**src/rtl/status_ctrl_if.sv**
```systemverilog
// Flag-control bundle between the pipeline and status_ctrl.
// slave = controller view, master = pipeline/driver view.
interface status_ctrl_if #(
   parameter int unsigned LEN = 4,
   parameter int unsigned DW  = 2
);
   logic           alu_s;
   logic [LEN-1:0] alu_status_in;
   logic           exe_flush;
   logic           msr_valid;
   logic [LEN-1:0] msr_data;
   logic           msr_ready;
   logic           exc_enter;
   logic           exc_return;
   logic [LEN-1:0] sr_status;
   logic           sr_load;
   logic [LEN-1:0] sr_in;
   logic [3:0]     cond;
   logic           cond_pass;
   logic           busy;
   logic [DW-1:0]  stack_depth;
   logic [LEN-1:0] saved_top;
   logic           exc_err;

   modport slave (
      input  alu_s, alu_status_in, exe_flush, msr_valid, msr_data,
             exc_enter, exc_return, sr_status, cond,
      output msr_ready, sr_load, sr_in, cond_pass, busy,
             stack_depth, saved_top, exc_err
   );

   modport master (
      output alu_s, alu_status_in, exe_flush, msr_valid, msr_data,
             exc_enter, exc_return, sr_status, cond,
      input  msr_ready, sr_load, sr_in, cond_pass, busy,
             stack_depth, saved_top, exc_err
   );
endinterface

```
**src/rtl/status_ctrl.sv**
```systemverilog
// NZCV status controller: ALU/MSR flag-write arbitration, exception save/restore stack,
// condition evaluation. Define STATUS_FWD_EN to forward a pending same-cycle load into cond_pass.
module status_ctrl #(
   parameter int unsigned LEN        = 4,
   parameter int unsigned SAVE_DEPTH = 2,
   parameter int unsigned DW         = 2
) (
   input  logic         clk,
   input  logic         rst,
   status_ctrl_if.slave bus
);
   localparam logic [1:0] ST_RUN     = 2'd0;
   localparam logic [1:0] ST_SAVE    = 2'd1;
   localparam logic [1:0] ST_RESTORE = 2'd2;

   localparam logic [DW-1:0] FULL = DW'(SAVE_DEPTH);

   logic [1:0]     state_q, state_d;
   logic [DW-1:0]  depth_q, depth_d;
   logic [LEN-1:0] slot_q [SAVE_DEPTH];
   logic [LEN-1:0] slot_d [SAVE_DEPTH];
   logic [LEN-1:0] restore_q, restore_d;
   logic           err_q, err_d;

   logic           in_run;
   logic           ret_win, ent_win, msr_win, alu_win;
   logic           load_raw;
   logic [LEN-1:0] sr_in_raw;
   logic [LEN-1:0] top;
   logic [LEN-1:0] flags;

   function automatic logic cond_eval(input logic [3:0] c, input logic [LEN-1:0] f);
      logic n, z, cf, v;
      n  = f[3];
      z  = f[2];
      cf = f[1];
      v  = f[0];
      case (c)
         4'b0000: cond_eval = z;
         4'b0001: cond_eval = !z;
         4'b0010: cond_eval = cf;
         4'b0011: cond_eval = !cf;
         4'b0100: cond_eval = n;
         4'b0101: cond_eval = !n;
         4'b0110: cond_eval = v;
         4'b0111: cond_eval = !v;
         4'b1000: cond_eval = cf & !z;
         4'b1001: cond_eval = !cf | z;
         4'b1010: cond_eval = (n == v);
         4'b1011: cond_eval = (n != v);
         4'b1100: cond_eval = !z & (n == v);
         4'b1101: cond_eval = z | (n != v);
         4'b1110: cond_eval = 1'b1;
         default: cond_eval = 1'b0;
      endcase
   endfunction

   // Fixed priority in RUN: return > enter > MSR > ALU.
   assign in_run  = (state_q == ST_RUN);
   assign ret_win = in_run & bus.exc_return;
   assign ent_win = in_run & ~bus.exc_return & bus.exc_enter;
   assign msr_win = in_run & ~bus.exc_return & ~bus.exc_enter & bus.msr_valid;
   assign alu_win = in_run & ~bus.exc_return & ~bus.exc_enter & ~bus.msr_valid
                  & bus.alu_s & ~bus.exe_flush;

   always_comb begin
      top = '0;
      for (int unsigned i = 0; i < SAVE_DEPTH; i++) begin
         if (depth_q == DW'(i + 1)) top = slot_q[i];
      end
   end

   always_comb begin
      load_raw  = 1'b0;
      sr_in_raw = '0;
      case (state_q)
         ST_SAVE: begin
            load_raw  = 1'b1;
            sr_in_raw = '0;
         end
         ST_RESTORE: begin
            load_raw  = 1'b1;
            sr_in_raw = restore_q;
         end
         default: begin
            if (msr_win) begin
               load_raw  = 1'b1;
               sr_in_raw = bus.msr_data;
            end else if (alu_win) begin
               load_raw  = 1'b1;
               sr_in_raw = bus.alu_status_in;
            end
         end
      endcase
   end

`ifdef STATUS_FWD_EN
   assign flags = (in_run && load_raw) ? sr_in_raw : bus.sr_status;
`else
   assign flags = bus.sr_status;
`endif

   // Strobes are gated by the live reset level so nothing fires while rst is held low.
   assign bus.sr_load     = rst & load_raw;
   assign bus.sr_in       = sr_in_raw;
   assign bus.msr_ready   = rst & msr_win;
   assign bus.busy        = rst & ~in_run;
   assign bus.cond_pass   = rst & in_run & cond_eval(bus.cond, flags);
   assign bus.stack_depth = depth_q;
   assign bus.saved_top   = top;
   assign bus.exc_err     = err_q;

   always_comb begin
      state_d   = state_q;
      depth_d   = depth_q;
      restore_d = restore_q;
      err_d     = err_q;
      slot_d    = slot_q;
      case (state_q)
         ST_RUN: begin
            if (ret_win) begin
               if (depth_q != '0) begin
                  restore_d = top;
                  depth_d   = depth_q - DW'(1);
                  state_d   = ST_RESTORE;
               end else begin
                  err_d = 1'b1;
               end
            end else if (ent_win) begin
               state_d = ST_SAVE;
               if (depth_q < FULL) begin
                  for (int unsigned i = 0; i < SAVE_DEPTH; i++) begin
                     if (depth_q == DW'(i)) slot_d[i] = bus.sr_status;
                  end
                  depth_d = depth_q + DW'(1);
               end else begin
                  err_d = 1'b1;
               end
            end
         end
         default: state_d = ST_RUN;
      endcase
   end

   always_ff @(posedge clk or negedge rst) begin
      if (!rst) begin
         state_q   <= ST_RUN;
         depth_q   <= '0;
         restore_q <= '0;
         err_q     <= 1'b0;
         for (int unsigned i = 0; i < SAVE_DEPTH; i++) slot_q[i] <= '0;
      end else begin
         state_q   <= state_d;
         depth_q   <= depth_d;
         restore_q <= restore_d;
         err_q     <= err_d;
         for (int unsigned i = 0; i < SAVE_DEPTH; i++) slot_q[i] <= slot_d[i];
      end
   end
endmodule

```
**src/flat_wrapper.sv**
```systemverilog
// flat-port wrapper written by rule: the top's interface ports become plain ports
module status_ctrl_flat 
#(
   parameter int unsigned LEN        = 4,
   parameter int unsigned SAVE_DEPTH = 2,
   parameter int unsigned DW         = 2
)
  (clk, rst, bus_alu_s, bus_alu_status_in, bus_exe_flush, bus_msr_valid, bus_msr_data, bus_exc_enter, bus_exc_return, bus_sr_status, bus_cond, bus_msr_ready, bus_sr_load, bus_sr_in, bus_cond_pass, bus_busy, bus_stack_depth, bus_saved_top, bus_exc_err);
  status_ctrl_if #(.LEN(LEN), .DW(DW)) bus_i ();
  input  logic clk;
  input  logic rst;
  input wire logic [$bits(bus_i.alu_s)-1:0] bus_alu_s;
  input wire logic [$bits(bus_i.alu_status_in)-1:0] bus_alu_status_in;
  input wire logic [$bits(bus_i.exe_flush)-1:0] bus_exe_flush;
  input wire logic [$bits(bus_i.msr_valid)-1:0] bus_msr_valid;
  input wire logic [$bits(bus_i.msr_data)-1:0] bus_msr_data;
  input wire logic [$bits(bus_i.exc_enter)-1:0] bus_exc_enter;
  input wire logic [$bits(bus_i.exc_return)-1:0] bus_exc_return;
  input wire logic [$bits(bus_i.sr_status)-1:0] bus_sr_status;
  input wire logic [$bits(bus_i.cond)-1:0] bus_cond;
  output wire logic [$bits(bus_i.msr_ready)-1:0] bus_msr_ready;
  output wire logic [$bits(bus_i.sr_load)-1:0] bus_sr_load;
  output wire logic [$bits(bus_i.sr_in)-1:0] bus_sr_in;
  output wire logic [$bits(bus_i.cond_pass)-1:0] bus_cond_pass;
  output wire logic [$bits(bus_i.busy)-1:0] bus_busy;
  output wire logic [$bits(bus_i.stack_depth)-1:0] bus_stack_depth;
  output wire logic [$bits(bus_i.saved_top)-1:0] bus_saved_top;
  output wire logic [$bits(bus_i.exc_err)-1:0] bus_exc_err;
  assign bus_i.alu_s = bus_alu_s;
  assign bus_i.alu_status_in = bus_alu_status_in;
  assign bus_i.exe_flush = bus_exe_flush;
  assign bus_i.msr_valid = bus_msr_valid;
  assign bus_i.msr_data = bus_msr_data;
  assign bus_i.exc_enter = bus_exc_enter;
  assign bus_i.exc_return = bus_exc_return;
  assign bus_i.sr_status = bus_sr_status;
  assign bus_i.cond = bus_cond;
  assign bus_msr_ready = bus_i.msr_ready;
  assign bus_sr_load = bus_i.sr_load;
  assign bus_sr_in = bus_i.sr_in;
  assign bus_cond_pass = bus_i.cond_pass;
  assign bus_busy = bus_i.busy;
  assign bus_stack_depth = bus_i.stack_depth;
  assign bus_saved_top = bus_i.saved_top;
  assign bus_exc_err = bus_i.exc_err;
  status_ctrl #(.LEN(LEN), .SAVE_DEPTH(SAVE_DEPTH), .DW(DW)) u_core (.clk(clk), .rst(rst), .bus(bus_i));
endmodule
```
**config.mk**
```make
export PLATFORM = sky130hd
export DESIGN_NAME = status_ctrl_flat
export DESIGN_NICKNAME = d
export VERILOG_FILES = /design/src/rtl/status_ctrl_if.sv /design/src/rtl/status_ctrl.sv /design/src/flat_wrapper.sv
export SDC_FILE = /design/constraint.sdc
export NUM_CORES = 1
export LEC_CHECK = 0
export CORE_MARGIN = 2
export CORE_UTILIZATION = 40
export CTS_BUF_LIST = sky130_fd_sc_hd__clkbuf_2
export DETAILED_ROUTE_END_ITERATION = 10
export PLACE_DENSITY = 0.73
export REMOVE_ABC_BUFFERS = 1
export SLEW_MARGIN = 20
export SYNTH_ARGS = -nofsm -noshare
export SYNTH_HDL_FRONTEND = slang
export SYNTH_SLANG_ARGS = --single-unit
export TNS_END_PERCENT = 1
```
**constraint.sdc**
```tcl
create_clock -name clk -period 1.6 [get_ports clk]
set_clock_uncertainty 0.2 [all_clocks]
set_input_delay 0.24 -clock clk [delete_from_list [all_inputs] [get_ports clk]]
set_output_delay 0.24 -clock clk [all_outputs]
set_load 0.05 [all_outputs]
```
* Word level (Yosys, flattened, before mapping)
Index checks and enable logic that the tools add are counted.
Widths: inputs -> output; s select.
** Word-level totals
- Register bits :: 17
- Bits of input ports :: 23
- Word-level logic and storage cells :: 95
** Cells by class
- Add/subtract/negate cells :: 2
- Order comparisons :: 1
- Eq/ne operators :: 25
- Muxes and demuxes :: 21
- Bitwise gates (word level) :: 23
- Reduce and logical (&&, ||, !) cells :: 17
** Operators by type and width (count)
- $eq 4x4->1 const B :: 7
- $eq 4x3->1 const B :: 4
- $mux 2 :: 8
- $mux 4 :: 4
- $and 1x1->1 :: 15
- $pmux 1 s15 :: 1
- $reduce_and 5->1 :: 2
- $eq 4x2->1 const B :: 2
- $pmux 4 s2 :: 1
- $reduce_and 4->1 :: 2
- $mux 1 :: 7
- $ne 3x3->1 const B :: 2
- $not 1->1 :: 6
- $reduce_bool 2->1 :: 3
- $eq 2x1->1 const B :: 2
- $eq 2x2->1 const B :: 2
- $eq 4x1->1 const B :: 1
- $logic_not 1->1 :: 4
- $logic_not 2->1 :: 2
- $logic_not 4->1 :: 1
- $ne 2x2->1 const B :: 2
- $reduce_and 3->1 :: 1
- $add 2x1->2 const B :: 1
- $lt 2x2->1 const B :: 1
- other kinds (7) :: 8

* Depth between registers and ports, before layout
Gate-level depths: netlist of run 1.
- Depth after elaboration :: 10
- Mapped depth :: 6

* Least setup slack after synthesis of run 1
OpenSTA, ideal clock, no wires.
- Kind :: register -> register
- Start point :: register u_core.depth_q[0], in the netlist u_core.bus.stack_depth[0]
- End point :: register u_core.restore_q[0]
- Setup time :: 73 ps
- Arrival :: 2533 ps
- Required time :: 1327 ps
- Slack :: -1206 ps
- Stages on the path, launching flop included :: 5
- Path buffers :: 0
- Cell sequence :: dfrtp_1 -> inv_1 -> ha_1 -> o21ai_0 -> mux2_2
** On the way
- Word-level cells in the longest chain between the ends :: 3
- Elaborated cells on any way between the ends :: 6
- Classes of those cells :: 2 x eq/ne; 2 x mux; 2 x reduce/logical
** RTL lines
- start: declaration :: line status_ctrl.sv:19 : logic [DW-1:0] depth_q, depth_d;
- start signal: assignment :: line status_ctrl.sv:154 : depth_q <= depth_d;
- $eq 2x1->1 :: line status_ctrl.sv:69 : if (depth_q == DW'(i + 1)) top = slot_q[i];
- $mux 4 :: line status_ctrl.sv:69
- $mux 4 * :: line status_ctrl.sv:69
- named net bus_saved_top[0] :: line flat_wrapper.sv:27 : output wire logic [$bits(bus_i.saved_top)-1:0] bus_saved_top;
- end signal: assignment :: line status_ctrl.sv:155 : restore_q <= restore_d;
- end: declaration :: line status_ctrl.sv:22 : logic [LEN-1:0] restore_q, restore_d;
The timed path passes the listed nets; every way through them passes the cells marked *.
A chain may end at the register's enable or synchronous reset.

* Final worst setup path of run 1
- Start point :: register u_core.state_q[0]
- End point :: output port bus_sr_in[2]
** On the way
- Word-level cells in the longest chain between the ends :: 9
- Elaborated cells on any way between the ends :: 12
- Classes of those cells :: 2 x eq/ne; 3 x mux; 6 x bitwise; 1 x reduce/logical
** RTL lines
- start: declaration :: line status_ctrl.sv:18 : logic [1:0] state_q, state_d;
- start signal: assignment :: line status_ctrl.sv:153 : state_q <= state_d;
- $logic_not 2->1 :: line status_ctrl.sv:59 : assign in_run = (state_q == ST_RUN);
- $and 1x1->1 (2 in series) :: line status_ctrl.sv:62, status_ctrl.sv:63
- $and 1x1->1 :: line status_ctrl.sv:63 : assign alu_win = in_run & ~bus.exc_return & ~bus.exc_enter & ~bus.msr_valid
- $and 1x1->1 (2 in series) :: line status_ctrl.sv:64 : & bus.alu_s & ~bus.exe_flush;
- $mux 4 :: line status_ctrl.sv:89 : end else if (alu_win) begin
- $mux 4 :: line status_ctrl.sv:86 : if (msr_win) begin
- $pmux 4 s2 * :: line status_ctrl.sv:76 : case (state_q)
- end: declaration :: line flat_wrapper.sv:23 : output wire logic [$bits(bus_i.sr_in)-1:0] bus_sr_in;
Mark *: on every way between the ends. The rest lies on a longest branch, timed or not.

==> metrics.csv, run 1 <==
metric,value,unit
ys_types,40,
overflow,0,
cts_tree,done,
path_max_fanout,4,
io_pins,38,
hold_viol,0,
grt_pass1_wl,5550,µm
drtIter0Drc,68,
peakVddDrop,1.74,mV
hold_path.class,in -> async,
worstPathArrival,1.90,ns
p_per_area,1880,mW/mm²
drv_slew,0,
synth_top_area_frac,0.358,
grt_pass1_vias,1313,
die_width,58.5,µm
final_util,0.767,
die-height,58.5,µm
crit_slowest_cell,dfrtp_1,
critPathLaunchType,flip-flop,
drt-total-wl,3650,µm
setup_viol,24,
antenna_found_initial,0,
portBuffers,37,
antenna_left,0,
ys_seq_area_frac,0.358,
layout-drive-gt1-share,0.529,
fin_area,0.00213,mm²
numCtsBuffers,3,
synth_edf_count,0,
htreeDepth,1,
grt_max_degree,21,
async_flop_share,1.00,
route.vias.total,1219,
n_fill_cell,189,
routabilityCongestion,0.850,
core_area,0.00278,mm²
synthesis.area,0.00119,mm²
leakagePower,0.000976,µW
synth_cells,124,
cts_hold_buffers,0,
run_status,finished with violations,
cts.sinks,17,
max-slew-margin-rel,0.780,
max_freq,428,MHz
violations,negative setup slack,
ys_ff_latch,17,
ctsLongestPathBuffers,2,
worstPathRequired,1.16,ns
crit_chain,"inv_2, ha_4, nor3b_4, and3b_2, a221oi_2, a21oi_2, clkbuf_16",
syn_area_per_cell,9.60,µm²
area_growth,79.4,%
yosys.area.top_type,dfrtp_1,
postPlaceCellArea,0.00189,mm²
cts_root_buffer,clkbuf_2,
setup_ws,-0.736,ns
rsz0062_at_grt,yes,
yosys_warnings,0,
yosysMostFrequentCell,dfrtp_1,
clkTransAtPathRegs,0.18,ns
cp_slowest_stage_delay,0.43,ns
vias_per_cell,5.54,
nets,218,
antenna_cells,0,
clk_latency,0.30,ns
die_area,0.00343,mm²
synth_area_leaders,"dfrtp_1 36%, mux2_2 11%, ha_1 5.3%",
rows,19,
drc,0,
dr.pass1.iters,4,
period_minus_slack,2.34,ns
grt_usage,0.213,
place_hpwl,2610,µm
initial_utilization,0.428,
maxCapViolCount,0,
synth_commonest_cells,"17 x dfrtp_1, 14 x nand2_1, 12 x mux2_2, 9 x a21oi_1, 8 x inv_1",
cp_num_buf_inv,2,
worstSetupEndpointType,output port,
crit_family,simple AND/OR/NAND/NOR gates,
yosys_most_used_dff,dfrtp_1,
worst_slew_pin_slew,0.330,ns
critical_path_class,reg -> out,
period_share,1.46,
wl_per_cell,16.6,µm
[per-stage QoR]
step | cells | hold slack, ns | total power [µW] | worst slack, ns | setup TNS, ns
2_1_floorplan | 118 | -0.256 | 2020 | -1.21 | -13.59
3_3_place_gp | 212 | 0.289 | 3240 | -0.933 | -9.12
3_5_place_dp | 212 | 0.295 | 3310 | -1.00 | -10.07
4_1_cts | 218 | 0.105 | 3890 | -0.791 | -7.93
5_1_grt | 220 | 0.113 | 4210 | -0.835 | -9.47
6_report | 220 | 0.116 | 4010 | -0.736 | -7.78
[final timing paths]
check | from | end | slack, ns | depth (start not counted)
setup / recovery | u_core.state_q[0] | bus_sr_in[2] | -0.74 | 7
hold / removal | rst | u_core.state_q[1] | 0.12 | 2
setup reg to reg | u_core.bus.stack_depth[0] | u_core.restore_q[0] | -0.11 | 7
hold reg to reg | u_core.restore_q[1] | u_core.restore_q[1] | 0.33 | 1
max in group asynchronous | rst | u_core.restore_q[1] | 0.89 | 2
min in group clk | bus_exc_return | u_core.bus.stack_depth[1] | 0.27 | 3
[registers in the layout, summed over array words and instances (netlist names)]
| register | flops |
|---|---|
| u_core.slot_q | 8 |
| u_core.state_q | 2 |
| u_core.restore_q | 4 |
| u_core.bus.stack_depth | 2 |
| u_core.bus.exc_err | 1 |
[worst reg2reg max path, stage by stage (launching register included)]
cell	delay (ns)
dfrtp_1	0.43
inv_2	0.07
ha_2	0.21
buf_4	0.16
nand2_1	0.07
o21ai_1	0.08
buf_4	0.15
mux2_2	0.25
[area by class of cell]
cell class,instances,area (µm²),share of cell area
Multi-Input combinational cell,93,848,0.397
Inverter,8,32.5,0.0152
Timing Repair Buffer,67,769,0.360
Clock inverter,1,5.00,0.00234
Clock buffer,3,15.0,0.00703
Tap cell,31,38.8,0.0182
Sequential cell,17,425,0.199
[layout by cell type, fill, tap and decap left out, types with 3 or more instances in the layout]
| master | instances |
|---|---|
| dlygate4sd2_1 | 8 |
| clkbuf_2 | 3 |
| clkdlybuf4s50_1 | 14 |
| nor2b_1 | 3 |
| o21ai_1 | 3 |
| mux2_2 | 12 |
| buf_4 | 25 |
| buf_12 | 12 |
| dfrtp_1 | 17 |
| a21oi_1 | 5 |
| a22o_4 | 3 |
| buf_6 | 5 |
| inv_1 | 3 |
| inv_2 | 4 |
| clkbuf_16 | 3 |
| a21oi_2 | 4 |
| nor2_1 | 4 |
| nand2_1 | 10 |
| a221oi_2 | 4 |
[power breakdown]
group	internal (µW)	total (µW)	switching, µW	leakage (µW)
combinational	1560	3100	1540	0.000746
clock	56.6	196	139	0.0000164
sequential	598	716	117	0.000213
[metal layers]
layer / vias to the layer above / wire length [µm] / global-route usage
li1: 578 / - / -
met1: 586 / 1390 / 0.223
met2: 45 / 1970 / 0.422
met3: 10 / 199 / 0.0286
met4: 0 / 97 / 0.0797
met5: - / 0 / 0
[logic make-up after synthesis]
| family | count (synthesis) | synth area share |
|---|---|---|
| compound gates | 32 | 0.193 |
| xor+xnor | 3 | 0.0221 |
| fa+ha+maj | 5 | 0.0526 |
| buf+inv | 14 | 0.0683 |
| flops | 17 | 0.358 |
| mux | 13 | 0.122 |
| simple gates | 40 | 0.184 |
[repair_timing]
item                                   4_1_cts  5_1_grt
gates resized for setup                     48       17
pin swaps                                   12        4
endpoints found under the hold margin        0        0
setup buffers                                2        2
setup endpoints to repair                   26       26
Power figures use the tool's default switching activity.
==> run 2: changes to the inputs <==
--- a/config.mk
+++ b/config.mk
@@ -9,7 +9,8 @@
 export CORE_UTILIZATION = 40
 export CTS_BUF_LIST = sky130_fd_sc_hd__clkbuf_2
 export DETAILED_ROUTE_END_ITERATION = 10
-export PLACE_DENSITY = 0.73
+export HOLD_SLACK_MARGIN = 0.12
+export PLACE_DENSITY = 0.71
 export REMOVE_ABC_BUFFERS = 1
 export SLEW_MARGIN = 20
 export SYNTH_ARGS = -nofsm -noshare
==> constraint.sdc (replaced) <==
create_clock -name clk -period 3 [get_ports clk]
set_clock_uncertainty 0.2 [all_clocks]
set_input_delay 0.45 -clock clk [delete_from_list [all_inputs] [get_ports clk]]
set_output_delay 0.45 -clock clk [all_outputs]
set_load 0.05 [all_outputs]
==> run 2 against run 1 <==
  * The run now ends clean
  * Final area fell by 19%
  * First-iteration DRC count shrank 72%
  * Final cell count decreased by 10%
  * Critical path depth did not move
  * Sequential cell count did not move
  * Clock-buffer cell count unchanged
  * Clock power is 48% lower
  * Largest cell class unchanged
  * Highest routed layer is now met3
==> metrics.csv, run 2 (synthesis results as in run 1) <==
metric,value,unit
run_status,completed,
drtIter0Drc,19,
period_share,0.980,
final_util,0.619,
reg.largest.list,"u_core.slot_q (8), u_core.restore_q (4)",
setup_viol,0,
critical_path_class,in -> out,
max_freq,340,MHz
wl_per_cell,14.0,µm
place_hpwl,2200,µm
stdcell_count,198,
top_layer,met3,
vias_per_cell,5.52,
portBuffers,37,
wl_met1,1130,µm
area_growth,44.6,%
cts_hold_buffers,0,
final_cell_mix,"21 x clkdlybuf4s50_1, 17 x dfrtp_1, 14 x nand2_1",
drc,0,
die_area,0.00343,mm²
core_area,0.00278,mm²
antenna_found_initial,0,
crit_slowest_cell,clkdlybuf4s50_1,
clk_latency,0.30,ns
dr.pass1.iters,4,
nets,196,
r2r_slack,1.17,ns
grt_pass1_wl,4720,µm
dr_wl_met2,1440,µm
p_per_area,950,mW/mm²
grt_usage,0.176,
crit_chain,"clkdlybuf4s50_1, and3b_1, a21oi_1, o32a_1, a2111oi_1, or3_1, buf_12",
grt_max_degree,21,
fin_area,0.00172,mm²
layout-drive-gt1-share,0.234,
peakVddDrop,0.824,mV
cts.sinks,17,
cts_root_buffer,clkbuf_2,
worstPathArrival,2.29,ns
routabilityCongestion,0.779,
die-height,58.5,µm
leakagePower,0.000801,µW
cp_slowest_stage_delay,0.55,ns
antenna_left,0,
worst_slew_pin_slew,0.509,ns
ctsLongestPathBuffers,2,
rows,19,
largest_reg_flops,8,
postPlaceCellArea,0.00168,mm²
met3_wirelength,207,µm
placedCellCount,193,
drv_slew,0,
max-slew-margin-rel,0.660,
hold_ws,0.276,ns
cts_tree,done,
path_max_fanout,4,
antenna_cells,0,
setup_tns,0,ns
numCtsBuffers,3,
critPathLaunchType,input port,
regMostFlops,u_core.slot_q,
die_width,58.5,µm
hold_path.class,reg -> reg,
htreeDepth,1,
period_minus_slack,2.94,ns
rsz0062_at_grt,yes,
drt-total-wl,2780,µm
clkTransAtPathRegs,0.16,ns
final_common_cell,clkdlybuf4s50_1,
route.vias.total,1092,
initial_utilization,0.428,
worstPathRequired,2.35,ns
overflow,0,
io_pins,38,
grt_pass1_vias,1112,
hold_viol,0,
maxCapViolCount,0,
worstSetupEndpointType,output port,
## run 2: changes by cell type in the layout (fill, tap and decap cells not counted), sizes merged
cell | before | now
clkbuf | 6 | 3
dlymetal6s2s | 0 | 4
clkdlybuf4s50 | 14 | 21
dlygate4sd2 | 8 | 3
buf | 42 | 17
## run 2: layer usage
layer,vias to the layer above,GRT usage
li1,535,-
met1,515,0.208
met5,-,0
met2,42,0.326
met3,0,0.0220
met4,0,0.0598
## run 2: path summary, 6_finish.rpt
path                                    start                   to  depth (start not counted)
setup / recovery             bus_sr_status[3]        bus_cond_pass                          7
hold / removal             u_core.bus.exc_err   u_core.bus.exc_err                          1
setup reg to reg            u_core.state_q[0]     u_core.slot_q[2]                          6
hold reg to reg            u_core.bus.exc_err   u_core.bus.exc_err                          1
max in group asynchronous                 rst  u_core.restore_q[2]                          2
min in group asynchronous                 rst    u_core.state_q[1]                          2
## run 2: what timing repair did
action | CTS | global route
pin swaps | 2 | 0
endpoints found under the setup margin | 3 | 4
resized for setup | 3 | 7
cloned | 0 | 0
hold endpoints to repair | 0 | 0
buffers inserted | 1 | 0
## run 2: cell type report
cell class | instances | area (µm²)
clock buffer | 3 | 15.0
clock inverter | 1 | 5.00
fill | 246 | 1060
inverter | 8 | 30.0
multi-input combinational | 93 | 692
sequential | 17 | 425
tap | 31 | 38.8
timing repair buffer | 45 | 514
## run 2: metrics by stage
stage | total power, µW | worst slack [ns]
6_report | 1630 | 0.0613
5_1_grt | 1750 | -0.0681
4_1_cts | 1640 | 0.00708
3_5_place_dp | 1550 | -0.0429
3_3_place_gp | 1530 | 0.0334
2_1_floorplan | 1080 | 0.141
## run 2: worst max-delay path, delay by kind of cell
kind / cells / cell delay, ns
AOI/OAI and AO/OA: 3 / 0.74
and+or+nand+nor: 2 / 0.40
buffers and inverters: 2 / 0.69
## run 2: report_power, final
group	total, µW	switching [µW]	internal, µW
Combinational	1160	655	505
Sequential	374	55.5	319
Clock	101	70.4	30.2
==> run 3: changes to the inputs <==
--- a/config.mk
+++ b/config.mk
@@ -6,11 +6,11 @@
 export NUM_CORES = 1
 export LEC_CHECK = 0
 export CORE_MARGIN = 2
-export CORE_UTILIZATION = 40
+export CORE_UTILIZATION = 45
 export CTS_BUF_LIST = sky130_fd_sc_hd__clkbuf_2
 export DETAILED_ROUTE_END_ITERATION = 10
 export HOLD_SLACK_MARGIN = 0.12
-export PLACE_DENSITY = 0.71
+export PLACE_DENSITY = 0.78
 export REMOVE_ABC_BUFFERS = 1
 export SLEW_MARGIN = 20
 export SYNTH_ARGS = -nofsm -noshare
==> constraint.sdc (replaced) <==
create_clock -name clk -period 3 [get_ports clk]
set_clock_uncertainty 0.2 [all_clocks]
set_input_delay 0.6 -clock clk [delete_from_list [all_inputs] [get_ports clk]]
set_output_delay 0.6 -clock clk [all_outputs]
set_load 0.05 [all_outputs]
==> run 3 against run 2 <==
  * Fmax grew 0.24%
  * Critical path depth shrank 1
  * Die area shrank 10%
  * Via count grew 0.92%
  * Hold slack is essentially flat
  * Sequential power is essentially flat
  * Core utilization grew 8.6 points
  * Register-to-register slack is essentially flat
  * Global-route usage grew 2.6 points
  * Clock-buffer cell count grew 1
  * Sequential share of layout area shrank 0.56 points
  * First-iteration DRC count grew 26%
  * Critical path type unchanged
  * Largest cell class unchanged
==> metrics.csv, run 3 (synthesis results as in run 1) <==
metric,value,unit
hold_path.class,reg -> reg,
numCtsBuffers,3,
peakVddDrop,0.617,mV
final_util,0.704,
fin_area,0.00176,mm²
clkTransAtPathRegs,0.17,ns
drv_slew,0,
max_freq,341,MHz
cts.sinks,17,
max-slew-margin-rel,0.660,
largest_reg_flops,8,
worstPathArrival,2.13,ns
initial_utilization,0.476,
worst_slew_pin_slew,0.509,ns
path_max_fanout,8,
nets,203,
setup_tns,0,ns
setup_ws,0.0682,ns
portBuffers,37,
postPlaceCellArea,0.00173,mm²
critical_path_class,in -> out,
p_per_area,944,mW/mm²
worstPathRequired,2.20,ns
grt_pass1_wl,5040,µm
final_cell_mix,"18 x clkdlybuf4s50_1, 18 x buf_4, 17 x dfrtp_1",
cts_root_buffer,clkbuf_2,
run_status,completed,
area.sequential,425,µm²
area_growth,47.9,%
antenna_cells,0,
setup_viol,0,
routabilityCongestion,0.816,
crit_slowest_cell,o31a_2,
core_area,0.00250,mm²
drt-total-wl,2930,µm
die_width,55.4,µm
htreeDepth,1,
vias_per_cell,5.40,
ctsLongestPathBuffers,2,
layout-drive-gt1-share,0.299,
cts_tree,done,
worstSetupEndpointType,output port,
regMostFlops,u_core.slot_q,
maxCapViolCount,0,
n_fill_cell,215,
hold_viol,0,
drtIter0Drc,24,
clk_latency,0.28,ns
rows,18,
critPathLaunchType,input port,
dp_slack,-0.303,ns
cp_slowest_stage_delay,0.32,ns
leakagePower,0.000800,µW
reg.largest.list,"u_core.slot_q (8), u_core.restore_q (4)",
period_minus_slack,2.93,ns
rsz0062_at_grt,yes,
die-height,55.4,µm
overflow,0,
total_power,1660,µW
multiInputGateArea,706,µm²
period_share,0.977,
crit_chain,"dlygate4sd2_1, and3_2, o31a_2, a2111oi_2, or3_1, buf_12",
wl_per_cell,14.4,µm
io_pins,38,
route.vias.total,1102,
dr.pass1.iters,4,
grt_pass1_vias,1124,
place_hpwl,2360,µm
grt_max_degree,21,
die_area,0.00307,mm²
antenna_found_initial,0,
antenna_left,0,
grt_usage,0.202,
drc,0,
run 3: cell types whose count changed in the layout (fill, tap and decap cells not counted), sizes merged:
cell	delta
clkinv	-1
dlygate4sd2	+4
dlymetal6s2s	-4
clkdlybuf4s50	-3
clkbuf	+2
buf	+9
run 3: area by class of cell:
cell class              instances  area share
clock buffers                   4      0.0114
inverters                       8      0.0171
multi-input cells              93       0.401
flip-flops and latches         17       0.242
well taps                      30      0.0213
repair buffers                 52       0.308
run 3: metrics by stage:
step,instances,hold WS (ns)
after floorplan,118,0.104
after CTS,204,0.282
after detailed placement,200,0.246
final,204,0.276
after global routing,204,0.309
after global placement,200,0.239
run 3: path summary, 6_finish.rpt:
| check | cells after the start | slack (ns) | endpoint | startpoint |
|---|---|---|---|---|
| worst max-delay path | 6 | 0.07 | bus_cond_pass | bus_cond[1] |
| worst min-delay path | 1 | 0.28 | u_core.bus.exc_err | u_core.bus.exc_err |
| worst max register to register | 6 | 1.18 | u_core.slot_q[1] | u_core.state_q[0] |
| worst min register to register | 1 | 0.28 | u_core.bus.exc_err | u_core.bus.exc_err |
| max in group asynchronous | 2 | 1.91 | u_core.restore_q[1] | rst |
| min in group asynchronous | 2 | 0.49 | u_core.bus.stack_depth[0] | rst |
run 3: repair_timing:
item,in CTS,in global routing
buffers inserted,0,0
endpoints found under the setup margin,5,5
pin swaps,3,0
hold buffers,0,0
resized for setup,11,5
run 3: power by group:
group / internal [µW] / switching, µW / leakage, µW / total, µW
combinational: 513 / 668 / 0.000570 / 1180
sequential: 319 / 56.2 / 0.000213 / 375
clock: 35.4 / 70.2 / 0.0000166 / 106
total: 867 / 795 / 0.000800 / 1660
run 3: worst max-delay path, delay by kind of cell:
family | cells | cell delay, ns
simple gates | 2 | 0.43
compound gates | 2 | 0.64
buf+inv | 2 | 0.45
run 3: routing by layer:
metal  GRT usage  wire length (µm)  vias to the layer above
li1            -                 -                      553
met1       0.238              1210                      509
met2       0.366              1530                       40
met3      0.0445               199                        0
met4      0.0523                 0                        0
met5           0                 0                        -
